### config.mk
export PLATFORM = sky130hd
export DESIGN_NAME = pss_tracker_flat
export DESIGN_NICKNAME = d
export VERILOG_FILES = /design/src/rtl/pss_tracker_if.sv /design/src/rtl/pss_tracker.sv /design/src/flat_wrapper.sv
export SDC_FILE = /design/constraint.sdc
export NUM_CORES = 1
export LEC_CHECK = 0
export ABC_AREA = 1
export CAP_MARGIN = 20
export CORE_ASPECT_RATIO = 0.7
export CORE_UTILIZATION = 59
export DETAILED_ROUTE_END_ITERATION = 8
export GPL_TIMING_DRIVEN = 0
export PLACE_DENSITY_LB_ADDON = 0.12
export SYNTH_ARGS = -nofsm -noshare
export SYNTH_HDL_FRONTEND = slang
export SYNTH_SLANG_ARGS = --single-unit
### constraint.sdc
create_clock -name clk_i -period 3.6 [get_ports clk_i]
set_input_delay 0.54 -clock clk_i [delete_from_list [all_inputs] [get_ports clk_i]]
set_output_delay 0.54 -clock clk_i [all_outputs]
set_load 0.05 [all_outputs]
### src/rtl/pss_tracker_if.sv
// rtl/pss_tracker_if.sv - Detector-facing bundle between the PSS detector and the tracker.
interface pss_tracker_if;
  logic        enable_i;
  logic        s_axis_in_tvalid;
  logic [1:0]  N_id_2_i;
  logic        N_id_2_valid_i;
  logic [1:0]  mode_o;
  logic [1:0]  requested_N_id_2_o;
  logic [1:0]  N_id_2_o;
  logic        lock_o;
  logic        ssb_start_o;
  logic [15:0] timing_err_o;
  logic        timing_err_valid_o;
  logic        missed_o;

  modport master (
    output enable_i, s_axis_in_tvalid, N_id_2_i, N_id_2_valid_i,
    input  mode_o, requested_N_id_2_o, N_id_2_o, lock_o, ssb_start_o,
           timing_err_o, timing_err_valid_o, missed_o
  );

  modport slave (
    input  enable_i, s_axis_in_tvalid, N_id_2_i, N_id_2_valid_i,
    output mode_o, requested_N_id_2_o, N_id_2_o, lock_o, ssb_start_o,
           timing_err_o, timing_err_valid_o, missed_o
  );
endinterface

### src/rtl/pss_tracker.sv
// rtl/pss_tracker.sv - SSB timing tracker: search/pause/find loop around the PSS detector.
module pss_tracker #(
  parameter int SSB_INTERVAL    = 38400,
  parameter int TRACK_TOLERANCE = 100,
  parameter int LOCK_HITS       = 2,
  parameter int MAX_MISSES      = 3
) (
  input  logic          clk_i,
  input  logic          reset_i,
  pss_tracker_if.slave  bus
);
  localparam int CNT_W  = $clog2(SSB_INTERVAL + TRACK_TOLERANCE + 1);
  localparam int HIT_W  = $clog2(LOCK_HITS + 1);
  localparam int MISS_W = $clog2(MAX_MISSES + 1);

  localparam logic [CNT_W-1:0]  PAUSE_END = CNT_W'(SSB_INTERVAL - TRACK_TOLERANCE - 1);
  localparam logic [CNT_W-1:0]  FIND_END  = CNT_W'(SSB_INTERVAL + TRACK_TOLERANCE);
  localparam logic [CNT_W-1:0]  FLYWHEEL  = CNT_W'(TRACK_TOLERANCE + 1);
  localparam logic [HIT_W-1:0]  HITS_MAX  = HIT_W'(LOCK_HITS);
  localparam logic [MISS_W-1:0] MISS_MAX  = MISS_W'(MAX_MISSES);

  typedef enum logic [1:0] {S_IDLE, S_SEARCH, S_PAUSE, S_FIND} state_t;

  state_t              state_q, state_d;
  logic [CNT_W-1:0]    cnt_q, cnt_d;
  logic [HIT_W-1:0]    hits_q, hits_d, hits_inc;
  logic [MISS_W-1:0]   misses_q, misses_d;
  logic                lock_q, lock_d;
  logic [1:0]          nid_q, nid_d, req_q, req_d, mode_q, mode_d;
  logic                ssb_q, ssb_d, missed_q, missed_d;
  logic [15:0]         err_q, err_d;
  logic [31:0]         err_full;
  logic                hit, expire;

  always_ff @(posedge clk_i) begin
    if (reset_i) begin
      state_q  <= S_IDLE;
      mode_q   <= 2'd2;
      cnt_q    <= '0;
      hits_q   <= '0;
      misses_q <= '0;
      lock_q   <= 1'b0;
      nid_q    <= 2'd0;
      req_q    <= 2'd0;
      ssb_q    <= 1'b0;
      missed_q <= 1'b0;
      err_q    <= 16'd0;
    end else begin
      state_q  <= state_d;
      mode_q   <= mode_d;
      cnt_q    <= cnt_d;
      hits_q   <= hits_d;
      misses_q <= misses_d;
      lock_q   <= lock_d;
      nid_q    <= nid_d;
      req_q    <= req_d;
      ssb_q    <= ssb_d;
      missed_q <= missed_d;
      err_q    <= err_d;
    end
  end

  // A hit outranks expiry on the same sample, so expire is qualified by !hit.
  assign hit      = (state_q == S_FIND) && bus.N_id_2_valid_i && (bus.N_id_2_i == req_q);
  assign expire   = (state_q == S_FIND) && bus.s_axis_in_tvalid && (cnt_q == FIND_END) && !hit;
  assign hits_inc = (hits_q == HITS_MAX) ? hits_q : hits_q + HIT_W'(1);
  assign err_full = 32'(cnt_q) - 32'(SSB_INTERVAL);

  always_comb begin
    state_d  = state_q;
    cnt_d    = cnt_q;
    hits_d   = hits_q;
    misses_d = misses_q;
    lock_d   = lock_q;
    nid_d    = nid_q;
    req_d    = req_q;
    ssb_d    = 1'b0;
    missed_d = 1'b0;
    err_d    = err_q;
    if (!bus.enable_i) begin
      state_d  = S_IDLE;
      cnt_d    = '0;
      hits_d   = '0;
      misses_d = '0;
      lock_d   = 1'b0;
    end else begin
      case (state_q)
        S_IDLE: state_d = S_SEARCH;
        S_SEARCH: begin
          if (bus.N_id_2_valid_i) begin
            nid_d    = bus.N_id_2_i;
            req_d    = bus.N_id_2_i;
            ssb_d    = 1'b1;
            err_d    = 16'd0;
            hits_d   = HIT_W'(1);
            misses_d = '0;
            cnt_d    = '0;
            lock_d   = (LOCK_HITS == 1);
            state_d  = S_PAUSE;
          end
        end
        S_PAUSE: begin
          if (bus.s_axis_in_tvalid) begin
            cnt_d = cnt_q + CNT_W'(1);
            if (cnt_q == PAUSE_END) state_d = S_FIND;
          end
        end
        S_FIND: begin
          if (hit) begin
            err_d    = err_full[15:0];
            ssb_d    = 1'b1;
            cnt_d    = '0;
            misses_d = '0;
            hits_d   = hits_inc;
            lock_d   = lock_q | (hits_inc == HITS_MAX);
            state_d  = S_PAUSE;
          end else if (expire) begin
            missed_d = 1'b1;
            hits_d   = '0;
            if (misses_q >= MISS_MAX - MISS_W'(1)) begin
              misses_d = MISS_MAX;
              lock_d   = 1'b0;
              cnt_d    = '0;
              state_d  = S_SEARCH;
            end else begin
              // Re-centre on the nominal SSB position so the next window stays aligned.
              misses_d = misses_q + MISS_W'(1);
              cnt_d    = FLYWHEEL;
              state_d  = S_PAUSE;
            end
          end else if (bus.s_axis_in_tvalid && cnt_q != FIND_END) begin
            cnt_d = cnt_q + CNT_W'(1);
          end
        end
        default: state_d = S_IDLE;
      endcase
    end
  end

  always_comb begin
    mode_d = 2'd2;
    case (state_d)
      S_SEARCH: mode_d = 2'd0;
      S_FIND:   mode_d = 2'd1;
      default:  mode_d = 2'd2;
    endcase
  end

  assign bus.mode_o             = mode_q;
  assign bus.requested_N_id_2_o = req_q;
  assign bus.N_id_2_o           = nid_q;
  assign bus.lock_o             = lock_q;
  assign bus.ssb_start_o        = ssb_q;
  assign bus.timing_err_o       = err_q;
  assign bus.timing_err_valid_o = ssb_q;
  assign bus.missed_o           = missed_q;
endmodule

### src/flat_wrapper.sv
// flat-port wrapper written by rule: the top's interface ports become plain ports
module pss_tracker_flat 
#(
  parameter int SSB_INTERVAL    = 38400,
  parameter int TRACK_TOLERANCE = 100,
  parameter int LOCK_HITS       = 2,
  parameter int MAX_MISSES      = 3
)
  (clk_i, reset_i, bus_enable_i, bus_s_axis_in_tvalid, bus_N_id_2_i, bus_N_id_2_valid_i, bus_mode_o, bus_requested_N_id_2_o, bus_N_id_2_o, bus_lock_o, bus_ssb_start_o, bus_timing_err_o, bus_timing_err_valid_o, bus_missed_o);
  pss_tracker_if bus_i ();
  input  logic clk_i;
  input  logic reset_i;
  input wire logic [$bits(bus_i.enable_i)-1:0] bus_enable_i;
  input wire logic [$bits(bus_i.s_axis_in_tvalid)-1:0] bus_s_axis_in_tvalid;
  input wire logic [$bits(bus_i.N_id_2_i)-1:0] bus_N_id_2_i;
  input wire logic [$bits(bus_i.N_id_2_valid_i)-1:0] bus_N_id_2_valid_i;
  output wire logic [$bits(bus_i.mode_o)-1:0] bus_mode_o;
  output wire logic [$bits(bus_i.requested_N_id_2_o)-1:0] bus_requested_N_id_2_o;
  output wire logic [$bits(bus_i.N_id_2_o)-1:0] bus_N_id_2_o;
  output wire logic [$bits(bus_i.lock_o)-1:0] bus_lock_o;
  output wire logic [$bits(bus_i.ssb_start_o)-1:0] bus_ssb_start_o;
  output wire logic [$bits(bus_i.timing_err_o)-1:0] bus_timing_err_o;
  output wire logic [$bits(bus_i.timing_err_valid_o)-1:0] bus_timing_err_valid_o;
  output wire logic [$bits(bus_i.missed_o)-1:0] bus_missed_o;
  assign bus_i.enable_i = bus_enable_i;
  assign bus_i.s_axis_in_tvalid = bus_s_axis_in_tvalid;
  assign bus_i.N_id_2_i = bus_N_id_2_i;
  assign bus_i.N_id_2_valid_i = bus_N_id_2_valid_i;
  assign bus_mode_o = bus_i.mode_o;
  assign bus_requested_N_id_2_o = bus_i.requested_N_id_2_o;
  assign bus_N_id_2_o = bus_i.N_id_2_o;
  assign bus_lock_o = bus_i.lock_o;
  assign bus_ssb_start_o = bus_i.ssb_start_o;
  assign bus_timing_err_o = bus_i.timing_err_o;
  assign bus_timing_err_valid_o = bus_i.timing_err_valid_o;
  assign bus_missed_o = bus_i.missed_o;
  pss_tracker #(.SSB_INTERVAL(SSB_INTERVAL), .TRACK_TOLERANCE(TRACK_TOLERANCE), .LOCK_HITS(LOCK_HITS), .MAX_MISSES(MAX_MISSES)) u_core (.clk_i(clk_i), .reset_i(reset_i), .bus(bus_i));
endmodule
Word level (Yosys, flattened, before mapping)
Cells that the tools add are included.
Word-level totals
  register bits: 45
  latch bits: 0
  memory bits (writable): 0
  ROM bits: 0
  bits of input ports: 7
  output and inout port bits: 26
  word-level logic and storage cells: 89
  memories kept: 0
Operators by class
  add/subtract/negate cells: 4
  $mul: 0
  divide/modulo/power cells: 0
  magnitude comparators: 1
  eq/ne operators: 17
  shift operators: 0
  multiplexer cells: 37
  bitwise logic cells: 3
  reduce and logical (&&, ||, !) cells: 17
Operator list (number)
  $mux 16: 6
  $pmux 16 s3: 1
  $eq 16x16->1 const B: 2
  $pmux 16 s2: 1
  $mux 2: 15
  $add 16x1->16 const B: 1
  $ne 16x16->1 const B: 1
  $sub 16x16->16 const B: 1
  $pmux 2 s2: 3
  $reduce_and 4->1: 3
  $eq 2x2->1 const B: 5
  $pmux 2 s4: 1
  $mux 1: 7
  $mux 7: 1
  $logic_and 1x1->1: 6
  $reduce_and 3->1: 2
  $add 2x1->2 const B: 2
  $eq 2x1->1 const B: 2
  $ne 2x2->1 const B: 2
  $ne 4x2->1 const B: 1
  $pmux 1 s2: 2
  $reduce_or 4->1: 1
  $ne 3x1->1 const B: 1
  $ne 3x2->1 const B: 1
  10 further kinds: 11

Logic depth before layout (Yosys ltp)
Gate-level depths: netlist of run 1.
  depth in word-level cells: 11
  depth in mapped cells: 12
  gate-level depth less buffers: 12

Worst setup path after synthesis of run 1
OpenSTA, ideal clock, no wires.
  kind: register to register
  from: register u_core.bus.N_id_2_o[0] (netlist name)
  to: register u_core.err_q[0] (netlist: u_core.bus.timing_err_o[0])
  library setup time: 0.132 ns
  data arrival time: 1.616 ns
  data required time: 3.468 ns
  setup slack: 1.852 ns
  stages on the path, launching flop included: 8
  path buffers: 1
  clock period less this slack: 1.748 ns
  cells stage by stage: dfxtp_1 -> xnor2_1 -> nand3_4 -> a21oi_2 -> inv_2 -> buf_4 -> nand2_1 -> a21oi_1
RTL lines
  end signal: assignment: line pss_tracker.sv:59  | err_q <= err_d;
  end: declaration: line pss_tracker.sv:31  | logic [15:0] err_q, err_d;

==> metrics.log, run 1 <==
INFO  metric synth_area_per_cell = 6.683 um^2
INFO  metric detail_route.wl_per_cell = 13.23 um
INFO  metric cts_setup_buffers = 0
INFO  metric power_density = 333.3 nW/um^2
INFO  metric grt_max_degree = 15
INFO  metric number_of_antenna_violating_nets_in_the_routed_design = 0
INFO  metric power_leakage = 1.161 nW
INFO  metric finalWorstSetupSlack = 1.409 ns
INFO  metric drt-vias-per-instance = 5.523
INFO  metric post-synth-top-area-fraction = 36.24%
INFO  metric drt_initial_violations = 287
INFO  metric antenna-diode-count = 0
INFO  metric cts.repair.resized = 0
INFO  metric end_kind = output pin
INFO  metric status = finished clean
INFO  metric synth_flop_cell = dfxtp_1
INFO  metric postSynthCellCount = 372
INFO  metric critical_path.startpoint = u_core.bus.N_id_2_o[0]$_SDFFE_PP0P_
INFO  metric rsz0062_at_grt = no
INFO  metric drt_pre_antenna_iters = 6
INFO  metric synth.largest_area_cell = dfxtp_1
INFO  metric worst_hold_path.endpoint = u_core.bus.timing_err_o[13]$_SDFFE_PP0P_
INFO  metric maxcap_violations = 0
INFO  metric synthesis.area = 2486 um^2
INFO  metric clock_tree.root_cell = clkbuf_8
INFO  metric crit-reg2reg-launch = u_core.state_q[0]$_SDFF_PP0_
INFO  metric final_layout_size_suffix_gt1_share = 10.22%
INFO  metric timing.hold.worst_path_depth = 2
INFO  metric area_of_the_die = 4481 um^2
INFO  metric hold_path_startpoint = u_core.bus.timing_err_o[13]$_SDFFE_PP0P_
INFO  metric worstRegToRegCells = 11
INFO  metric numClockSinks = 45
INFO  metric period_share = 60.87%
INFO  metric fill_cells = 322
INFO  metric cts.clk_slew.worst_paths = 0.09 ns
INFO  metric fmaxAchievable = 456.4 MHz
INFO  metric cp_data_arrival_time = 1.65 ns
INFO  metric register_area = 900.9 um^2
INFO  metric multi_input_comb_area = 1334 um^2
INFO  metric final_max_slew_viol_count = 0
INFO  metric drc_errors = 0
INFO  metric place.gp.congestion = 0.9574
INFO  metric nNetsFinal = 421
INFO  metric timing.critical_path.required = 3.06 ns
INFO  metric finalCriticalPeriod = 2.191 ns
INFO  metric timing.rr.end = u_core.cnt_q[5]$_SDFFE_PP0P_
INFO  metric wire_length_of_the_first_global_routing_pass = 10080 um
INFO  metric grt.overflow.total = 0
INFO  metric hold_viol = 0
INFO  metric timing.hold.worst.class = flip-flop to flip-flop
INFO  metric placement.setup.worst_slack = 1.143 ns
INFO  metric clk_path_buf_depth = 2
INFO  metric commonest_cells_after_routing_fill_and_taps_aside = nand2_1, dfxtp_1, nor2_1
INFO  metric clkLatencyLatePin = 0.31 ns
INFO  metric synthTopCellsByArea = dfxtp_1, nand2_1, a21oi_1
INFO  metric floorplan.rows = 19
INFO  metric via_count = 2557
INFO  metric synth.ff_latch_count = 45
INFO  metric grt_util_all_layers = 29.25%
INFO  metric worst-setup-path-type = flip-flop to output pin
INFO  metric start_util = 62.62%
INFO  metric worst_slew_pin_slew = 0.5510 ns
INFO  metric post_cts_hold_buffer_count = 0
INFO  metric mostFrequentLayoutCell = nand2_1
INFO  metric htree_num_levels = 2
INFO  metric slew-limit-headroom = 63.13%
INFO  metric async_flop_share = 0%
INFO  metric number_of_antenna_violations_at_the_first_check_in_global_routing = 0
INFO  metric cts_buf_count = 5
INFO  metric chipHeight = 56.31 um
INFO  metric routed_wl = 6124 um
INFO  metric tritoncts = yes
INFO  metric clock_skew = 0.009191 ns
INFO  metric timing.critical_path.from_type = flip-flop
INFO  metric yosys.cell_types.count = 31
INFO  metric standard_cell_core_area = 3970 um^2
INFO  metric num_io_pins = 33
INFO  metric setup_total_negative_slack = 0 ns
INFO  metric critical_path_peak_fanout = 5
INFO  metric syn_to_final_growth = 19.93%
INFO  metric reg2reg_slack = 1.78 ns
INFO  metric finalSetupViolCount = 0
INFO  metric die_width = 79.59 um
INFO  metric vias_in_the_first_global_route = 2208
INFO  metric count_of_buffers_inserted_at_the_top_level_ports = 31
INFO  metric synth-warning-count = 0
INFO  metric power.ir.vdd_worst = 0.3373 mV
INFO  metric synth_enable_flop_cells = 0
INFO  metric yosysSeqAreaShare = 36.24%
INFO  metric synthesis.nets = 383
INFO  metric dpl.hpwl = 4620 um
==> logic make-up (layout without fill, tap and decap cells) <==
logic type                 count (synthesis)  after routing  share of synthesized area, %
and+or+nand+nor                          210            210                         39.71
DFF                                       45             45                         36.24
adders and majority gates                  4              4                         2.013
buffers and inverters                     59             98                         10.12
xor gates and xnor gates                   5              5                         1.762
AOI/OAI and AO/OA                         49             49                         10.17
==> per-stage QoR <==
step           hold WS, ns  std cells  util (%)  area (um^2)  power [mW]
2_1_floorplan       0.4409        372         -         2486      0.5759
3_3_place_gp        0.4483        455     72.08         2861      0.6017
3_5_place_dp        0.4547        455     72.08         2861      0.6030
4_1_cts             0.4682        463     75.10         2982      0.9984
5_1_grt             0.4842        463     75.10         2982       1.031
6_report            0.4648        463     75.10         2982      0.9938
==> sequential cells by signal, summed over array words and instances, names as in the netlist <==
signal,count
u_core.bus.mode_o,2
u_core.state_q,2
u_core.cnt_q,16
u_core.bus.ssb_start_o,1
u_core.bus.timing_err_o,16
u_core.misses_q,2
u_core.bus.N_id_2_o,2
u_core.hits_q,2
u_core.bus.lock_o,1
u_core.bus.missed_o,1
==> worst max path at each step <==
stage                                              endpoint  cells after the start
global placement            u_core.bus.mode_o[1]$_SDFF_PP1_                      7
floorplan           u_core.bus.timing_err_o[0]$_SDFFE_PP0P_                      7
global route                u_core.bus.mode_o[1]$_SDFF_PP1_                      7
detailed placement          u_core.bus.mode_o[1]$_SDFF_PP1_                      7
CTS                               bus_requested_N_id_2_o[0]                      2
finish                            bus_requested_N_id_2_o[0]                      2
==> metal layers <==
layer	vias up	share of wire (%)	global-route usage, %
met5	-	0	0
met4	0	1.2	8.571
met3	10	8.2	5.528
met2	118	44	43.96
met1	1162	47	42.32
li1	1267	-	-
==> synth_stat cells (3+ instances only) <==
library cell  count
buf_4             5
nand2_2           3
inv_1            43
nand2_1         102
nand3_1          23
nor3_1            8
nor2_1           44
dfxtp_1          45
xor2_1            3
nor2_2            3
ha_1              4
inv_2             6
nor2_4            3
nand3_4           4
o21ai_0           6
a21oi_1          39
nand4_1          11
==> critical path: stages, from the launching register on <==
cell and delay, ns:
dfxtp_1 0.43, buf_4 0.14, clkdlybuf4s50_1 0.78
==> report_power, final <==
part / total [mW] / switching [mW] / internal, mW
sequential: 0.507 / 0.00544 / 0.502
clock: 0.401 / 0.175 / 0.226
combinational: 0.0855 / 0.0583 / 0.0272
==> layout make-up <==
cell class,count,share of cell area (%)
clock buffer,6,2.770
timing repair buffer,31,10.41
multi-input combinational,268,44.73
tap,52,2.182
clock inverter,2,1.259
sequential,45,30.21
inverter,50,6.379
buffer,9,2.056
(Power assumes the default switching activity.)
==> run 2: changes to the inputs <==
--- a/config.mk
+++ b/config.mk
@@ -8,7 +8,7 @@
 export ABC_AREA = 1
 export CAP_MARGIN = 20
 export CORE_ASPECT_RATIO = 0.7
-export CORE_UTILIZATION = 59
+export CORE_UTILIZATION = 55
 export DETAILED_ROUTE_END_ITERATION = 8
 export GPL_TIMING_DRIVEN = 0
 export PLACE_DENSITY_LB_ADDON = 0.12
==> constraint.sdc (replaced) <==
create_clock -name clk_i -period 2.1 [get_ports clk_i]
set_input_delay 0.315 -clock clk_i [delete_from_list [all_inputs] [get_ports clk_i]]
set_output_delay 0.315 -clock clk_i [all_outputs]
set_load 0.05 [all_outputs]
==> run 2 against run 1 <==
Against the previous run:
- worst hold slack worse by 0.15 ns
- routed wire length grew 3.8%
- global-route usage decreased by 0.25 points
- die area increased by 7.1%
- combinational power is 73% higher
- sequential power is 72% higher
- register-to-register slack worse by 1.5 ns
- non-clock buffer count stayed put
- critical path type unchanged
==> metrics.log, run 2 (synthesis gave the netlist of run 1 again) <==
INFO  metric detail_route.wl_per_cell = 13.64 um
INFO  metric number_of_antenna_violations_at_the_first_check_in_global_routing = 0
INFO  metric floorplan.rows = 20
INFO  metric num_io_pins = 33
INFO  metric htree_num_levels = 2
INFO  metric grt.overflow.total = 0
INFO  metric timing.critical_path.required = 1.78 ns
INFO  metric clkLatencyLatePin = 0.31 ns
INFO  metric power = 1.697 mW
INFO  metric clock_tree.root_cell = clkbuf_8
INFO  metric grt_util_all_layers = 29.00%
INFO  metric worst-setup-path-type = flip-flop to output pin
INFO  metric via_count = 2521
INFO  metric final_max_slew_viol_count = 0
INFO  metric nNetsFinal = 421
INFO  metric grt_max_degree = 16
INFO  metric numClockSinks = 45
INFO  metric cp_data_arrival_time = 1.66 ns
INFO  metric cts.clk_slew.worst_paths = 0.09 ns
INFO  metric clk_path_buf_depth = 2
INFO  metric finalCriticalPeriod = 1.973 ns
INFO  metric maxcap_violations = 0
INFO  metric count_of_buffers_inserted_at_the_top_level_ports = 31
INFO  metric multi_input_comb_area = 1334 um^2
INFO  metric standard_cell_core_area = 4329 um^2
INFO  metric worst_slew_pin_slew = 0.5609 ns
INFO  metric cts_buf_count = 5
INFO  metric fmaxAchievable = 506.9 MHz
INFO  metric period_share = 93.93%
INFO  metric drc_errors = 0
INFO  metric drt_initial_violations = 161
INFO  metric dpl.hpwl = 4741 um
INFO  metric commonest_cells_after_routing_fill_and_taps_aside = nand2_1, dfxtp_1, nor2_1
INFO  metric post_cts_hold_buffer_count = 0
INFO  metric rsz0062_at_grt = no
INFO  metric timing.hold.worst.class = input port to flip-flop
INFO  metric drt-vias-per-instance = 5.410
INFO  metric end_kind = output pin
INFO  metric worstRegToRegCells = 9
INFO  metric slew-limit-headroom = 62.47%
INFO  metric postLayoutCoreUtil = 68.84%
INFO  metric register_area = 900.9 um^2
INFO  metric fill_cells = 383
INFO  metric die_width = 82.36 um
INFO  metric dpl_cell_area = 2865 um^2
INFO  metric mostFrequentLayoutCell = nand2_1
INFO  metric finish.instance_area = 2980 um^2
INFO  metric final_layout_size_suffix_gt1_share = 10.22%
INFO  metric power_leakage = 1.158 nW
INFO  metric tritoncts = yes
INFO  metric cts.repair.resized = 0
INFO  metric timing.hold.worst_path_depth = 2
INFO  metric drt_pre_antenna_iters = 5
INFO  metric number_of_antenna_violating_nets_in_the_routed_design = 0
INFO  metric setup_total_negative_slack = 0 ns
INFO  metric wire_length_of_the_first_global_routing_pass = 10270 um
INFO  metric hold_viol = 0
INFO  metric vias_in_the_first_global_route = 2291
INFO  metric chipHeight = 58.25 um
INFO  metric clock_skew = 0.003409 ns
INFO  metric cts_setup_buffers = 0
INFO  metric critical_path_peak_fanout = 5
INFO  metric status = finished clean
INFO  metric place.gp.congestion = 0.9489
INFO  metric finalSetupViolCount = 0
INFO  metric area_of_the_die = 4797 um^2
INFO  metric syn_to_final_growth = 19.88%
INFO  metric routed_wl = 6356 um
INFO  metric timing.critical_path.from_type = flip-flop
INFO  metric power.ir.vdd_worst = 0.4272 mV
INFO  metric power_density = 569.6 nW/um^2
INFO  metric antenna-diode-count = 0
INFO  metric start_util = 57.43%
==> run 2: cell count changes in the layout (fill, tap and decap cells not counted), sizes merged <==
cell / change
clkbuf: -1
clkinv: +1
==> run 2: area by class of cell <==
type                    instances  area share, %
well taps                      55          2.309
flip-flops and latches         45          30.23
plain buffers                   9          2.057
inverters                      50          6.381
repair buffers                 31          10.41
multi-input cells             268          44.75
clock buffers                   5          2.309
clock inverters                 3          1.553
==> run 2: stage by stage <==
step,hold slack [ns],worst slack (ns),instances
6_report,0.3120,0.1274,466
5_1_grt,0.3209,0.02058,466
4_1_cts,0.3082,0.1267,466
3_5_place_dp,0.4545,-0.1889,458
3_3_place_gp,0.4486,-0.1533,458
2_1_floorplan,0.4409,0.3521,372
==> run 2: final timing paths <==
kind / startpoint / end / slack, ns
setup / recovery: u_core.bus.N_id_2_o[0]$_SDFFE_PP0P_ / bus_requested_N_id_2_o[0] / 0.13
hold / removal: reset_i / u_core.bus.timing_err_o[9]$_SDFFE_PP0P_ / 0.31
setup reg to reg: u_core.cnt_q[1]$_SDFFE_PP0P_ / u_core.cnt_q[14]$_SDFFE_PP0P_ / 0.24
hold reg to reg: u_core.bus.timing_err_o[13]$_SDFFE_PP0P_ / u_core.bus.timing_err_o[13]$_SDFFE_PP0P_ / 0.46
==> run 2: metal layers <==
| layer | global-route usage, % | wire [um] |
|---|---|---|
| met4 | 8.271 | 83 |
| met2 | 46.16 | 2812 |
| met1 | 38.95 | 3004 |
| met5 | 0 | 0 |
| met3 | 7.087 | 455 |
==> run 2: worst max-delay path, stage by stage (launching register included) <==
cell	delay, ns
dfxtp_1	0.43
buf_4	0.14
clkdlybuf4s50_1	0.78
==> run 2: report_power, final <==
| part | internal (mW) | leakage (nW) | switching [mW] |
|---|---|---|---|
| logic | 0.0467 | 0.741 | 0.101 |
| registers | 0.860 | 0.363 | 0.00942 |
| clock network | 0.356 | 0.0543 | 0.324 |
| total | 1.26 | 1.16 | 0.434 |
==> run 3: changes to the inputs <==
--- a/config.mk
+++ b/config.mk
@@ -12,6 +12,7 @@
 export DETAILED_ROUTE_END_ITERATION = 8
 export GPL_TIMING_DRIVEN = 0
 export PLACE_DENSITY_LB_ADDON = 0.12
+export REMOVE_ABC_BUFFERS = 1
 export SYNTH_ARGS = -nofsm -noshare
 export SYNTH_HDL_FRONTEND = slang
 export SYNTH_SLANG_ARGS = --single-unit
==> run 3 against run 2 <==
Against the previous run:
- critical path depth decreased by 1
- sequential share of layout area rose by 0.52 points
- first-iteration DRC count shrank 30%
- final area down 1.7%
- clock power shrank 3.1%
- combinational power decreased by 7%
- utilization shrank 1.2 points
- clock skew increased by 0.0066 ns
- routed wire length fell by 8.9%
- largest power group unchanged
==> metrics.log, run 3 (synthesis gave the netlist of run 1 again) <==
INFO  metric status = finished clean
INFO  metric floorplan.rows = 20
INFO  metric via_count = 2418
INFO  metric drt_initial_violations = 113
INFO  metric drc_errors = 0
INFO  metric drt-vias-per-instance = 5.279
INFO  metric finalSetupViolCount = 0
INFO  metric finalCriticalPeriod = 1.864 ns
INFO  metric timing.critical_path.required = 1.78 ns
INFO  metric timing.critical_path.max_delay_family = buffers and inverters
INFO  metric htree_num_levels = 2
INFO  metric place.detailed.instances = 450
INFO  metric crit_buf_inv = 1
INFO  metric hold_viol = 0
INFO  metric die_width = 82.36 um
INFO  metric grt_max_degree = 20
INFO  metric rsz0062_at_grt = no
INFO  metric fill_cells = 398
INFO  metric power = 1.666 mW
INFO  metric timing.hold.worst.class = flip-flop to flip-flop
INFO  metric fin_hold_ws = 0.4631 ns
INFO  metric finalWorstSetupSlack = 0.2364 ns
INFO  metric timing.critical_path.from_type = flip-flop
INFO  metric mostFrequentLayoutCell = nand2_1
INFO  metric commonest_cells_after_routing_fill_and_taps_aside = nand2_1, dfxtp_1, inv_1, nor2_1, a21oi_1
INFO  metric placement.setup.worst_slack = -0.4243 ns
INFO  metric final_layout_size_suffix_gt1_share = 8.685%
INFO  metric slew-limit-headroom = 50.99%
INFO  metric register_area = 900.9 um^2
INFO  metric final_max_slew_viol_count = 0
INFO  metric start_util = 57.43%
INFO  metric vias_in_the_first_global_route = 2132
INFO  metric power_density = 568.6 nW/um^2
INFO  metric critical_path_peak_fanout = 5
INFO  metric antenna-diode-count = 0
INFO  metric num_io_pins = 33
INFO  metric post_layout_nonfiller_instances = 458
INFO  metric area_of_the_die = 4797 um^2
INFO  metric cts_buf_count = 5
INFO  metric count_of_buffers_inserted_at_the_top_level_ports = 32
INFO  metric tritoncts = yes
INFO  metric clk_path_buf_depth = 2
INFO  metric multi_input_comb_area = 1336 um^2
INFO  metric number_of_antenna_violating_nets_in_the_routed_design = 0
INFO  metric numClockSinks = 45
INFO  metric chipHeight = 58.25 um
INFO  metric grt_util_all_layers = 26.77%
INFO  metric worst-setup-path-type = flip-flop to output pin
INFO  metric clock_skew = 0.01005 ns
INFO  metric post_cts_hold_buffer_count = 0
INFO  metric slowest_stage = clkdlybuf4s50_1
INFO  metric wire_length_of_the_first_global_routing_pass = 9584 um
INFO  metric clkLatencyLatePin = 0.30 ns
INFO  metric finish.instance_area = 2930 um^2
INFO  metric end_kind = output pin
INFO  metric period_share = 88.74%
INFO  metric routed_wl = 5791 um
INFO  metric timing.critical_path.cells = clkdlybuf4s50_1
INFO  metric standard_cell_core_area = 4329 um^2
INFO  metric nNetsFinal = 413
INFO  metric clock_tree.root_cell = clkbuf_8
INFO  metric power.ir.vdd_worst = 0.3335 mV
INFO  metric detail_route.wl_per_cell = 12.64 um
INFO  metric place.gp.congestion = 0.9433
INFO  metric cts_setup_buffers = 0
INFO  metric number_of_antenna_violations_at_the_first_check_in_global_routing = 0
INFO  metric fmaxAchievable = 536.6 MHz
INFO  metric cp_data_arrival_time = 1.55 ns
INFO  metric timing.critical_path.slowest_cell_delay = 0.84 ns
INFO  metric syn_to_final_growth = 17.87%
INFO  metric maxcap_violations = 0
INFO  metric postLayoutCoreUtil = 67.69%
INFO  metric dpl_cell_area = 2814 um^2
INFO  metric power_leakage = 1.134 nW
INFO  metric worst_slew_pin_slew = 0.7339 ns
INFO  metric grt.overflow.total = 0
INFO  metric cts.clk_slew.worst_paths = 0.08 ns
INFO  metric dpl.hpwl = 4406 um
INFO  metric setup_total_negative_slack = 0 ns
INFO  metric drt_pre_antenna_iters = 4
-- run 3: report_power, final --
part           switching, mW  leakage, nW  internal [mW]  total (mW)
Clock                  0.302       0.0554          0.357       0.659
Combinational         0.0955        0.715         0.0416       0.137
Sequential           0.00962        0.363          0.860       0.870
Total                  0.407         1.13           1.26        1.67
-- run 3: layout make-up --
type / count / share of cell area [%]
Timing Repair Buffer: 32 / 11.02
Multi-Input combinational cell: 268 / 45.60
Inverter: 50 / 6.490
Sequential cell: 45 / 30.74
Tap cell: 55 / 2.348
Clock inverter: 2 / 1.324
Clock buffer: 6 / 2.477
-- run 3: worst paths after layout --
| path | to | cells after the start | startpoint | slack [ns] |
|---|---|---|---|---|
| max | bus_requested_N_id_2_o[0] | 1 | u_core.bus.N_id_2_o[0]$_SDFFE_PP0P_ | 0.24 |
| min reg2reg | u_core.bus.timing_err_o[13]$_SDFFE_PP0P_ | 2 | u_core.bus.timing_err_o[13]$_SDFFE_PP0P_ | 0.46 |
| min | u_core.bus.timing_err_o[13]$_SDFFE_PP0P_ | 2 | u_core.bus.timing_err_o[13]$_SDFFE_PP0P_ | 0.46 |
| max reg2reg | u_core.cnt_q[0]$_SDFFE_PP0P_ | 9 | u_core.state_q[0]$_SDFF_PP0_ | 0.28 |
-- run 3: repair_timing --
| action | in CTS | in global routing |
|---|---|---|
| setup endpoints to repair | 7 | 1 |
| gates resized for setup | 1 | 1 |
| hold endpoints to repair | 0 | 0 |
| pin swaps | 0 | 0 |
-- run 3: tightest hold or removal path, delay by kind of cell, from the launching register on --
| family | cells | cell delay (ns) |
|---|---|---|
| flip-flops | 1 | 0.31 |
| AND/OR/NAND/NOR | 1 | 0.06 |
| AO/OA/AOI/OAI | 1 | 0.05 |
-- run 3: per-layer routing --
| layer | GRT usage [%] | routed length [um] | vias up |
|---|---|---|---|
| li1 | - | - | 1252 |
| met1 | 38.19 | 2918 | 1105 |
| met2 | 40.85 | 2572 | 55 |
| met3 | 5.669 | 256 | 6 |
| met4 | 7.018 | 44 | 0 |
| met5 | 0 | 0 | - |
